===== config.mk =====
export PLATFORM = sky130hd
export DESIGN_NAME = inst_encoder
export DESIGN_NICKNAME = d
export VERILOG_FILES = /design/src/rtl/inst_encoder.sv
export SDC_FILE = /design/constraint.sdc
export NUM_CORES = 1
export LEC_CHECK = 0
export CAP_MARGIN = 25
export CORE_ASPECT_RATIO = 0.75
export CORE_MARGIN = 2
export CORE_UTILIZATION = 44
export DETAILED_ROUTE_END_ITERATION = 10
export HOLD_SLACK_MARGIN = 0.12
export MAX_ROUTING_LAYER = met4
export PLACE_DENSITY = 0.79
export SYNTH_ARGS = -nofsm -noshare
export SYNTH_HDL_FRONTEND = slang
export SYNTH_SLANG_ARGS = --single-unit

===== constraint.sdc =====
create_clock -name clock -period 2.7 [get_ports clock]
set_input_delay 0.54 -clock clock [delete_from_list [all_inputs] [get_ports clock]]
set_output_delay 0.54 -clock clock [all_outputs]
set_load 0.05 [all_outputs]

===== src/rtl/inst_encoder.sv =====
// Purpose : builds 32-bit RV instruction words from decoded field bundles and emits them
//           with sequential instruction-memory addresses (boot / self-test program builder).
// Latency : 1 cycle, accept edge -> registered out_inst/out_addr/out_valid, err pulse.
// Backpressure: in_ready drops while an output word is stalled (out_valid && !out_ready),
//           while FULL, and during reset/clear.
//
// Ports:
//   clock, reset        rising-edge clock, synchronous active-high reset
//   clear               synchronous restart: count->0, pending output dropped, state RUN
//   in_valid/in_ready   field bundle handshake (opcode, funct3, funct7, rs1, rs2, rd, imm)
//   out_valid/out_ready output word handshake (out_inst, out_addr)
//   err                 1-cycle pulse when an accepted bundle was illegal and dropped
//   count               legal words accepted since reset/clear
//   done                high while FULL (DEPTH words accepted)

module inst_encoder #(
  parameter int unsigned         XLEN      = 32,
  parameter int unsigned         DEPTH     = 1024,
  parameter logic [XLEN-1:0]     BASE_ADDR = '0,
  localparam int unsigned        CW        = $clog2(DEPTH + 1)
) (
  input  logic            clock,
  input  logic            reset,
  input  logic            clear,
  input  logic            in_valid,
  output logic            in_ready,
  input  logic [6:0]      opcode,
  input  logic [2:0]      funct3,
  input  logic [6:0]      funct7,
  input  logic [4:0]      rs1,
  input  logic [4:0]      rs2,
  input  logic [4:0]      rd,
  input  logic [XLEN-1:0] imm,
  output logic            out_valid,
  input  logic            out_ready,
  output logic [31:0]     out_inst,
  output logic [XLEN-1:0] out_addr,
  output logic            err,
  output logic [CW-1:0]   count,
  output logic            done
);

  // Base opcodes recognised by the matching decoder.
  localparam logic [6:0] OPC_LUI       = 7'b0110111;
  localparam logic [6:0] OPC_AUIPC     = 7'b0010111;
  localparam logic [6:0] OPC_JAL       = 7'b1101111;
  localparam logic [6:0] OPC_JALR      = 7'b1100111;
  localparam logic [6:0] OPC_BRANCH    = 7'b1100011;
  localparam logic [6:0] OPC_LOAD      = 7'b0000011;
  localparam logic [6:0] OPC_STORE     = 7'b0100011;
  localparam logic [6:0] OPC_OP_IMM    = 7'b0010011;
  localparam logic [6:0] OPC_OP_IMM_32 = 7'b0011011;
  localparam logic [6:0] OPC_OP        = 7'b0110011;
  localparam logic [6:0] OPC_OP_32     = 7'b0111011;
  localparam logic [6:0] OPC_MISC_MEM  = 7'b0001111;
  localparam logic [6:0] OPC_SYSTEM    = 7'b1110011;

  typedef enum logic [2:0] {
    IT_R, IT_I, IT_S, IT_B, IT_U, IT_J, IT_BAD
  } itype_e;

  typedef enum logic {
    S_RUN,
    S_FULL
  } state_e;

  state_e             state_q, state_d;
  logic               out_valid_q, out_valid_d;
  logic [31:0]        out_inst_q, out_inst_d;
  logic [XLEN-1:0]    out_addr_q, out_addr_d;
  logic               err_q, err_d;
  logic [CW-1:0]      count_q, count_d;

  itype_e             itype;
  logic [31:0]        word;
  logic               legal;
  logic               accept;
  logic [CW-1:0]      count_inc;

  // ------------------------------------------------------------------
  // Instruction format from opcode.
  // ------------------------------------------------------------------
  always_comb begin
    itype = IT_BAD;
    unique case (opcode)
      OPC_LUI, OPC_AUIPC:               itype = IT_U;
      OPC_JAL:                          itype = IT_J;
      OPC_BRANCH:                       itype = IT_B;
      OPC_STORE:                        itype = IT_S;
      OPC_OP, OPC_OP_32:                itype = IT_R;
      OPC_LOAD, OPC_OP_IMM, OPC_OP_IMM_32,
      OPC_JALR, OPC_MISC_MEM, OPC_SYSTEM: itype = IT_I;
      default:                          itype = IT_BAD;
    endcase
  end

  // ------------------------------------------------------------------
  // Word assembly. Shift-immediate funct7 bits ride in imm[11:6], so the
  // plain I-format packing already places them where the decoder looks.
  // ------------------------------------------------------------------
  always_comb begin
    word = 32'h0;
    unique case (itype)
      IT_R: word = {funct7, rs2, rs1, funct3, rd, opcode};
      IT_I: word = {imm[11:0], rs1, funct3, rd, opcode};
      IT_S: word = {imm[11:5], rs2, rs1, funct3, imm[4:0], opcode};
      IT_B: word = {imm[12], imm[10:5], rs2, rs1, funct3, imm[4:1], imm[11], opcode};
      IT_U: word = {imm[31:12], rd, opcode};
      IT_J: word = {imm[20], imm[10:1], imm[11], imm[19:12], rd, opcode};
      default: word = 32'h0;
    endcase
  end

  // ------------------------------------------------------------------
  // Legality: the immediate must be exactly representable in the target
  // field, otherwise decoding the word would not return the same imm.
  // ------------------------------------------------------------------
  always_comb begin
    legal = 1'b0;
    unique case (itype)
      IT_R: legal = 1'b1;
      IT_I,
      IT_S: legal = (imm == XLEN'($signed(imm[11:0])));
      IT_B: legal = (imm == XLEN'($signed(imm[12:0]))) && !imm[0];
      IT_J: legal = (imm == XLEN'($signed(imm[20:0]))) && !imm[0];
      IT_U: legal = (imm[11:0] == 12'h0) && (imm == XLEN'($signed(imm[31:0])));
      default: legal = 1'b0;
    endcase
  end

  // ------------------------------------------------------------------
  // Handshake. A new bundle is only taken when the output slot is free
  // or retiring this very cycle, so a stalled word is never overwritten.
  // ------------------------------------------------------------------
  assign in_ready  = !reset && !clear && (state_q == S_RUN) && (!out_valid_q || out_ready);
  assign accept    = in_valid && in_ready;
  assign count_inc = count_q + CW'(1);

  // ------------------------------------------------------------------
  // Next-state / datapath.
  // ------------------------------------------------------------------
  always_comb begin
    state_d     = state_q;
    out_valid_d = out_valid_q;
    out_inst_d  = out_inst_q;
    out_addr_d  = out_addr_q;
    err_d       = 1'b0;
    count_d     = count_q;

    if (clear) begin
      // out_inst/out_addr keep their last value; out_valid=0 marks them stale.
      state_d     = S_RUN;
      out_valid_d = 1'b0;
      count_d     = '0;
    end else begin
      if (accept && legal) begin
        out_valid_d = 1'b1;
        out_inst_d  = word;
        out_addr_d  = BASE_ADDR + (XLEN'(count_q) << 2);
        count_d     = count_inc;
        if (count_inc == CW'(DEPTH)) begin
          state_d = S_FULL;
        end
      end else if (out_valid_q && out_ready) begin
        // Covers both a plain retire and an illegal accept: an illegal
        // accept implies the held word (if any) is retiring this cycle.
        out_valid_d = 1'b0;
      end

      if (accept && !legal) begin
        err_d = 1'b1;
      end
    end
  end

  always_ff @(posedge clock) begin
    if (reset) begin
      state_q     <= S_RUN;
      out_valid_q <= 1'b0;
      out_inst_q  <= 32'h0;
      out_addr_q  <= BASE_ADDR;
      err_q       <= 1'b0;
      count_q     <= '0;
    end else begin
      state_q     <= state_d;
      out_valid_q <= out_valid_d;
      out_inst_q  <= out_inst_d;
      out_addr_q  <= out_addr_d;
      err_q       <= err_d;
      count_q     <= count_d;
    end
  end

  assign out_valid = out_valid_q;
  assign out_inst  = out_inst_q;
  assign out_addr  = out_addr_q;
  assign err       = err_q;
  assign count     = count_q;
  assign done      = (state_q == S_FULL);

endmodule


* Yosys cells after proc, flatten, opt, wreduce, memory -nomap -nowiden *
Cells that the tools add are included.

operators by class
  add/subtract/negate cells = 1
  equality and inequality tests = 22
  multiplexer cells = 6
  bitwise operators = 2
  reductions and logical operators = 25

operators with widths
  operator                                                          count
  32-bit one-hot mux with 6 select lines                            1
  7-bit by 6-bit == test with 1-bit output (second input constant)  4
  7-bit == test (second input constant)                             4
  7-bit by 5-bit == test with 1-bit output (second input constant)  3
  20-bit == test                                                    1
  19-bit == test                                                    1
  3-bit one-hot mux with 6 select lines                             1
  12-bit logical NOT                                                1
  11-bit by 1-bit adder with 11-bit output (second input constant)  1
  11-bit == test                                                    1
  11-bit == test (second input constant)                            1
  1-bit logical AND                                                 9
  2-bit OR reduction                                                4
  7-bit by 2-bit == test with 1-bit output (second input constant)  1
  7-bit by 4-bit == test with 1-bit output (second input constant)  1
  3-bit by 2-bit == test with 1-bit output (second input constant)  2
  3-bit == test (second input constant)                             2
  6-bit OR reduction                                                1
  1-bit logical NOT                                                 5
  1-bit one-hot mux with 5 select lines                             1
  2-bit AND reduction                                               2
  3-bit by 1-bit == test with 1-bit output (second input constant)  1
  3-bit logical NOT                                                 1
  1-bit 2-to-1 mux                                                  3
  other kinds (3)                                                   4

storage, ports and cells
  flip-flop bits (word level) = 57
  output and inout port bits = 79
  logic and storage cells = 62

* Longest topological paths before layout *
  word-level depth = 9
  gate-level depth with buffers = 9

* Worst setup path before layout *
No wires, ideal clock.

  path type = in2reg
  start = input reset
  end = register out_inst_q[21] (netlist: out_inst[21])
  arrival time = 3,111 ps
  data required time = 2,577 ps
  path slack = -535 ps
  stages on the path = 6
  path buffers = 1
  cell sequence = or2_2 > nor3_1 > nand2_1 > buf_1 > a31oi_4 > mux2_1

on the way
  cells in the longest elaborated chain, start to end = 7

RTL lines
  item                                  line  source
  start: declaration                    23    input logic reset,
  1-bit logical NOT                     135   assign in_ready = !reset && !clear && (state_q == S_RUN) && (!out_valid_q || out_ready);
  1-bit logical AND (3 in a row)        135
  via in_ready                          26    output logic in_ready,
  1-bit logical AND                     136   assign accept = in_valid && in_ready;
  1-bit logical AND                     156   if (accept && legal) begin
  2-bit AND reduction (no source line)  --
  end signal: assignment                187   out_inst_q <= out_inst_d;
  end: declaration                      69    logic [31:0] out_inst_q, out_inst_d;

The timed path passes the listed nets, and every way through them passes these cells.
A chain may end at the register's enable or synchronous reset.

* Worst setup path in the final report *
  start = input imm[24]
  end = register out_addr_q[11] (netlist: out_addr[11])

on the way
  cells in the longest elaborated chain, start to end = 5
  elaborated cells between the ends (all ways) = 8

RTL lines
  item                                                     line      source
  start: declaration                                       33        input logic [XLEN-1:0] imm,
  19-bit == test / 11-bit == test (equally long branches)  124, 125
  1-bit logical AND (on tied branches)                     124, 125
  1-bit one-hot mux with 5 select lines *                  120       unique case (itype)
  1-bit logical AND *                                      156
  2-bit AND reduction (no source line) *                   --
  end signal: assignment                                   188       out_addr_q <= out_addr_d;
  end: declaration                                         70        logic [XLEN-1:0] out_addr_q, out_addr_d;

Mark *: on every way between the ends. The rest lies on a longest branch, timed or not.

==> results.json <==
{
  "fin_ws_ps": 52.8,
  "clk_pin_slew_ps": 50,
  "worst_slew_pin_slew_ps": 663,
  "hold_path.class": "register to register",
  "antenna_found_initial": 0,
  "yosys_register_bits": 57,
  "grt_pass1_wl_um": 21500,
  "path_cells": "clkdlybuf4s50_1 > nor4_2 > nand3_1 > or4_4 > a21o_1 > a31oi_4 > buf_6 > mux2i_1",
  "fin_crit_sh_pct": 98.0,
  "gp_congestion": 0.891,
  "yosysSeqAreaShare_pct": 30.5,
  "ys.flop_type": "dfxtp_1",
  "end_kind": "register",
  "drt-wirelength-per-cell_um": 18.4,
  "cts_tree": "done",
  "p_leak_nw": 2.50,
  "die_w_um": 110,
  "synth-simple-area-share_pct": 23.7,
  "synth_edf_count": 0,
  "yosys.area.top_type_share_pct": 30.5,
  "post-route-cell-area_um2": 6200,
  "dpl.cell_count": 734,
  "portBuffers": 126,
  "rr_worst_depth": 7,
  "rows": 29,
  "fin_util_pct": 74.3,
  "syn_avg_cell_area_um2": 8.42,
  "nNetsFinal": 715,
  "cp.required_ps": 2930,
  "yosysUniqueCellTypes": 65,
  "cts_buffers": 9,
  "first_iter_violations": 361,
  "globalRouteTotalUtil_pct": 29.2,
  "place_ws_ps": -462,
  "hold_buffers": 0,
  "numClockSinks": 57,
  "synthAdderAreaFrac_pct": 0.670,
  "vdd_drop_max_mv": 0.373,
  "coreArea_um2": 8350,
  "cp_data_arrival_time_ps": 2880,
  "slowest_delay_ps": 470,
  "synth_area_leaders": "dfxtp_1, mux2i_1, nand2b_1",
  "min_path_cells": 2,
  "muxShareOfSynthArea_pct": 9.91,
  "syn2layout_area_growth_pct": 66.0,
  "drc": 0,
  "final_max_slew_viol_count": 0,
  "synth_top_family_by_area": "compound AO/OA/AOI/OAI gates",
  "finalSetupViolCount": 0,
  "grt_pass1_vias": 4183,
  "rsz0062_at_grt": "false",
  "placed_area_um2": 5590,
  "outcome": "finished clean",
  "diodes": 0,
  "netlist_area_um2": 3740,
  "synth_cells": 444,
  "cts_buffer_depth": 2,
  "fmax_ghz": 0.378,
  "powerDensity_nw_per_um2": 395,
  "drv_cap": 0,
  "grt_max_degree": 69,
  "final_layout_size_suffix_gt1_share_pct": 23.4,
  "synth_compound_area_share_pct": 24.1,
  "fin_skew_ps": 5.15,
  "fin_crit_ps": 2650,
  "die-area_um2": 9250,
  "clkLatencyLatePin_ps": 320,
  "path_class": "input port to register",
  "via_per_inst": 5.74,
  "final_cells": 757,
  "cp_max_fo": 8,
  "relSlewSlack_pct": 55.2,
  "ant_nets": 0,
  "drt-pass1-iter-count": 5,
  "start_util_pct": 44.8,
  "finalWirelength_um": 13900,
  "gr-total-overflow": 0,
  "synth_top_cell_by_area": "dfxtp_1",
  "crit_path_top_delay_cell": "or4_4",
  "pin_count": 148,
  "postSynth.asyncResetShare_pct": 0,
  "final_hold_viol_count": 0,
  "die_h_um": 83.8,
  "root_buffer": "clkbuf_16",
  "nFillCells": 614,
  "dpl.hpwl_um": 10100,
  "cts_max_level": 3,
  "vias": 4343,
  "ys_warn_count": 0,
  "startpoint_type": "input port",
  "synth_xor_area_share_pct": 0.469,
  "fin_setup_tns_ps": 0
}
## path summary, 6_finish.rpt
path                            start                         to  slack [ps]
max reg2reg     count[0]$_SDFFE_PP0P_          done$_SDFFE_PP0P_         470
min          out_inst[0]$_SDFFE_PP0P_   out_inst[0]$_SDFFE_PP0P_         460
max                           imm[24]  out_addr[11]$_SDFFE_PP0P_          50
min reg2reg  out_inst[0]$_SDFFE_PP0P_   out_inst[0]$_SDFFE_PP0P_         460
## synth_stat cells (all sizes together), types with 2 or more instances
cell type	instances
nand2b	29
nor3	11
and3	4
or2	4
o31ai	12
nor2b	9
ha	2
o21ai	16
o211ai	3
a21oi	8
nand4	8
buf	28
nor2	22
mux2i	28
or3	11
and2	3
inv	25
nand2	34
a311o	6
mux2	8
dfxtp	57
a222oi	12
a311oi	9
or4	2
a21o	2
a31oi	3
a211oi	11
nand3	14
clkbuf	21
nor4	9
a22oi	2
a221oi	9
## power by group
| group | switching [mW] | internal (mW) | leakage (nW) |
|---|---|---|---|
| Sequential | 0.000691 | 0.843 | 0.459 |
| Clock | 0.398 | 0.802 | 0.152 |
| Combinational | 0.221 | 0.186 | 1.89 |
## critical path, delay by kind of cell
family | cells | cell delay (ps)
AND/OR/NAND/NOR | 3 | 910
AO/OA/AOI/OAI | 2 | 530
buffers and inverters | 2 | 650
multiplexers | 1 | 240
## layer usage
layer / global-route usage, % / up-vias / share of wire (%)
li1: - / 2029 / -
met1: 38.6 / 2082 / 44
met2: 45.9 / 213 / 47
met3: 6.46 / 19 / 8.1
met4: 7.05 / 0 / 1.0
met5: - / - / 0
## cells in the final DEF (no fill, tap or decap), types with 6 or more instances in the layout
master / Yosys / final
or3_1: 11 / 11
clkbuf_16: 0 / 9
a211oi_1: 10 / 10
dlymetal6s2s_1: 0 / 19
dfxtp_1: 57 / 57
a221oi_1: 9 / 7
nor2_1: 22 / 21
nor3_1: 11 / 6
inv_1: 25 / 25
nand4_1: 8 / 8
mux2_2: 6 / 6
nand3_1: 14 / 12
buf_6: 4 / 7
conb_1: 1 / 21
clkdlybuf4s50_1: 0 / 105
buf_4: 22 / 81
nand2_1: 34 / 33
o31ai_1: 11 / 11
mux2i_1: 28 / 28
a21oi_1: 7 / 7
nor2b_1: 9 / 9
a222oi_1: 12 / 12
nand2b_1: 29 / 29
a311o_1: 6 / 6
o21ai_0: 15 / 15
## metrics by stage
step | hold slack (ps) | power (mW)
after global placement | 434 | 1.25
final | 462 | 2.45
after detailed placement | 444 | 1.25
after global routing | 478 | 2.52
after floorplan | 664 | 1.05
after CTS | 464 | 2.44
## registers in the layout (all words and copies together) (netlist names)
name / cells
out_valid: 1
out_addr: 11
done: 1
count: 11
out_inst: 32
err: 1
## final cells by class
cell class | instances | area [um2] | area share [%]
clock buffer | 10 | 229 | 3.69
clock inverter | 6 | 82.6 | 1.33
inverter | 25 | 93.8 | 1.51
multi-input combinational | 334 | 2480 | 39.9
sequential | 57 | 1140 | 18.4
tap | 108 | 135 | 2.18
timing repair buffer | 217 | 2050 | 33.0
## timing repair
action                                  in CTS  in global routing
buffers inserted                             1                  3
cloned                                       0                  3
pin swaps                                    4                  8
endpoints found under the setup margin      46                 53
resized for setup                            7                 45
## kinds of logic after synthesis
| logic type | Yosys count |
|---|---|
| compound gates | 108 |
| mux | 36 |
| fa+ha+maj | 2 |
| flops | 57 |
| simple gates | 164 |
| xor+xnor | 2 |
| buf+inv | 74 |
| other cells | 1 |
Note: power is estimated with default switching activity, not from simulation.
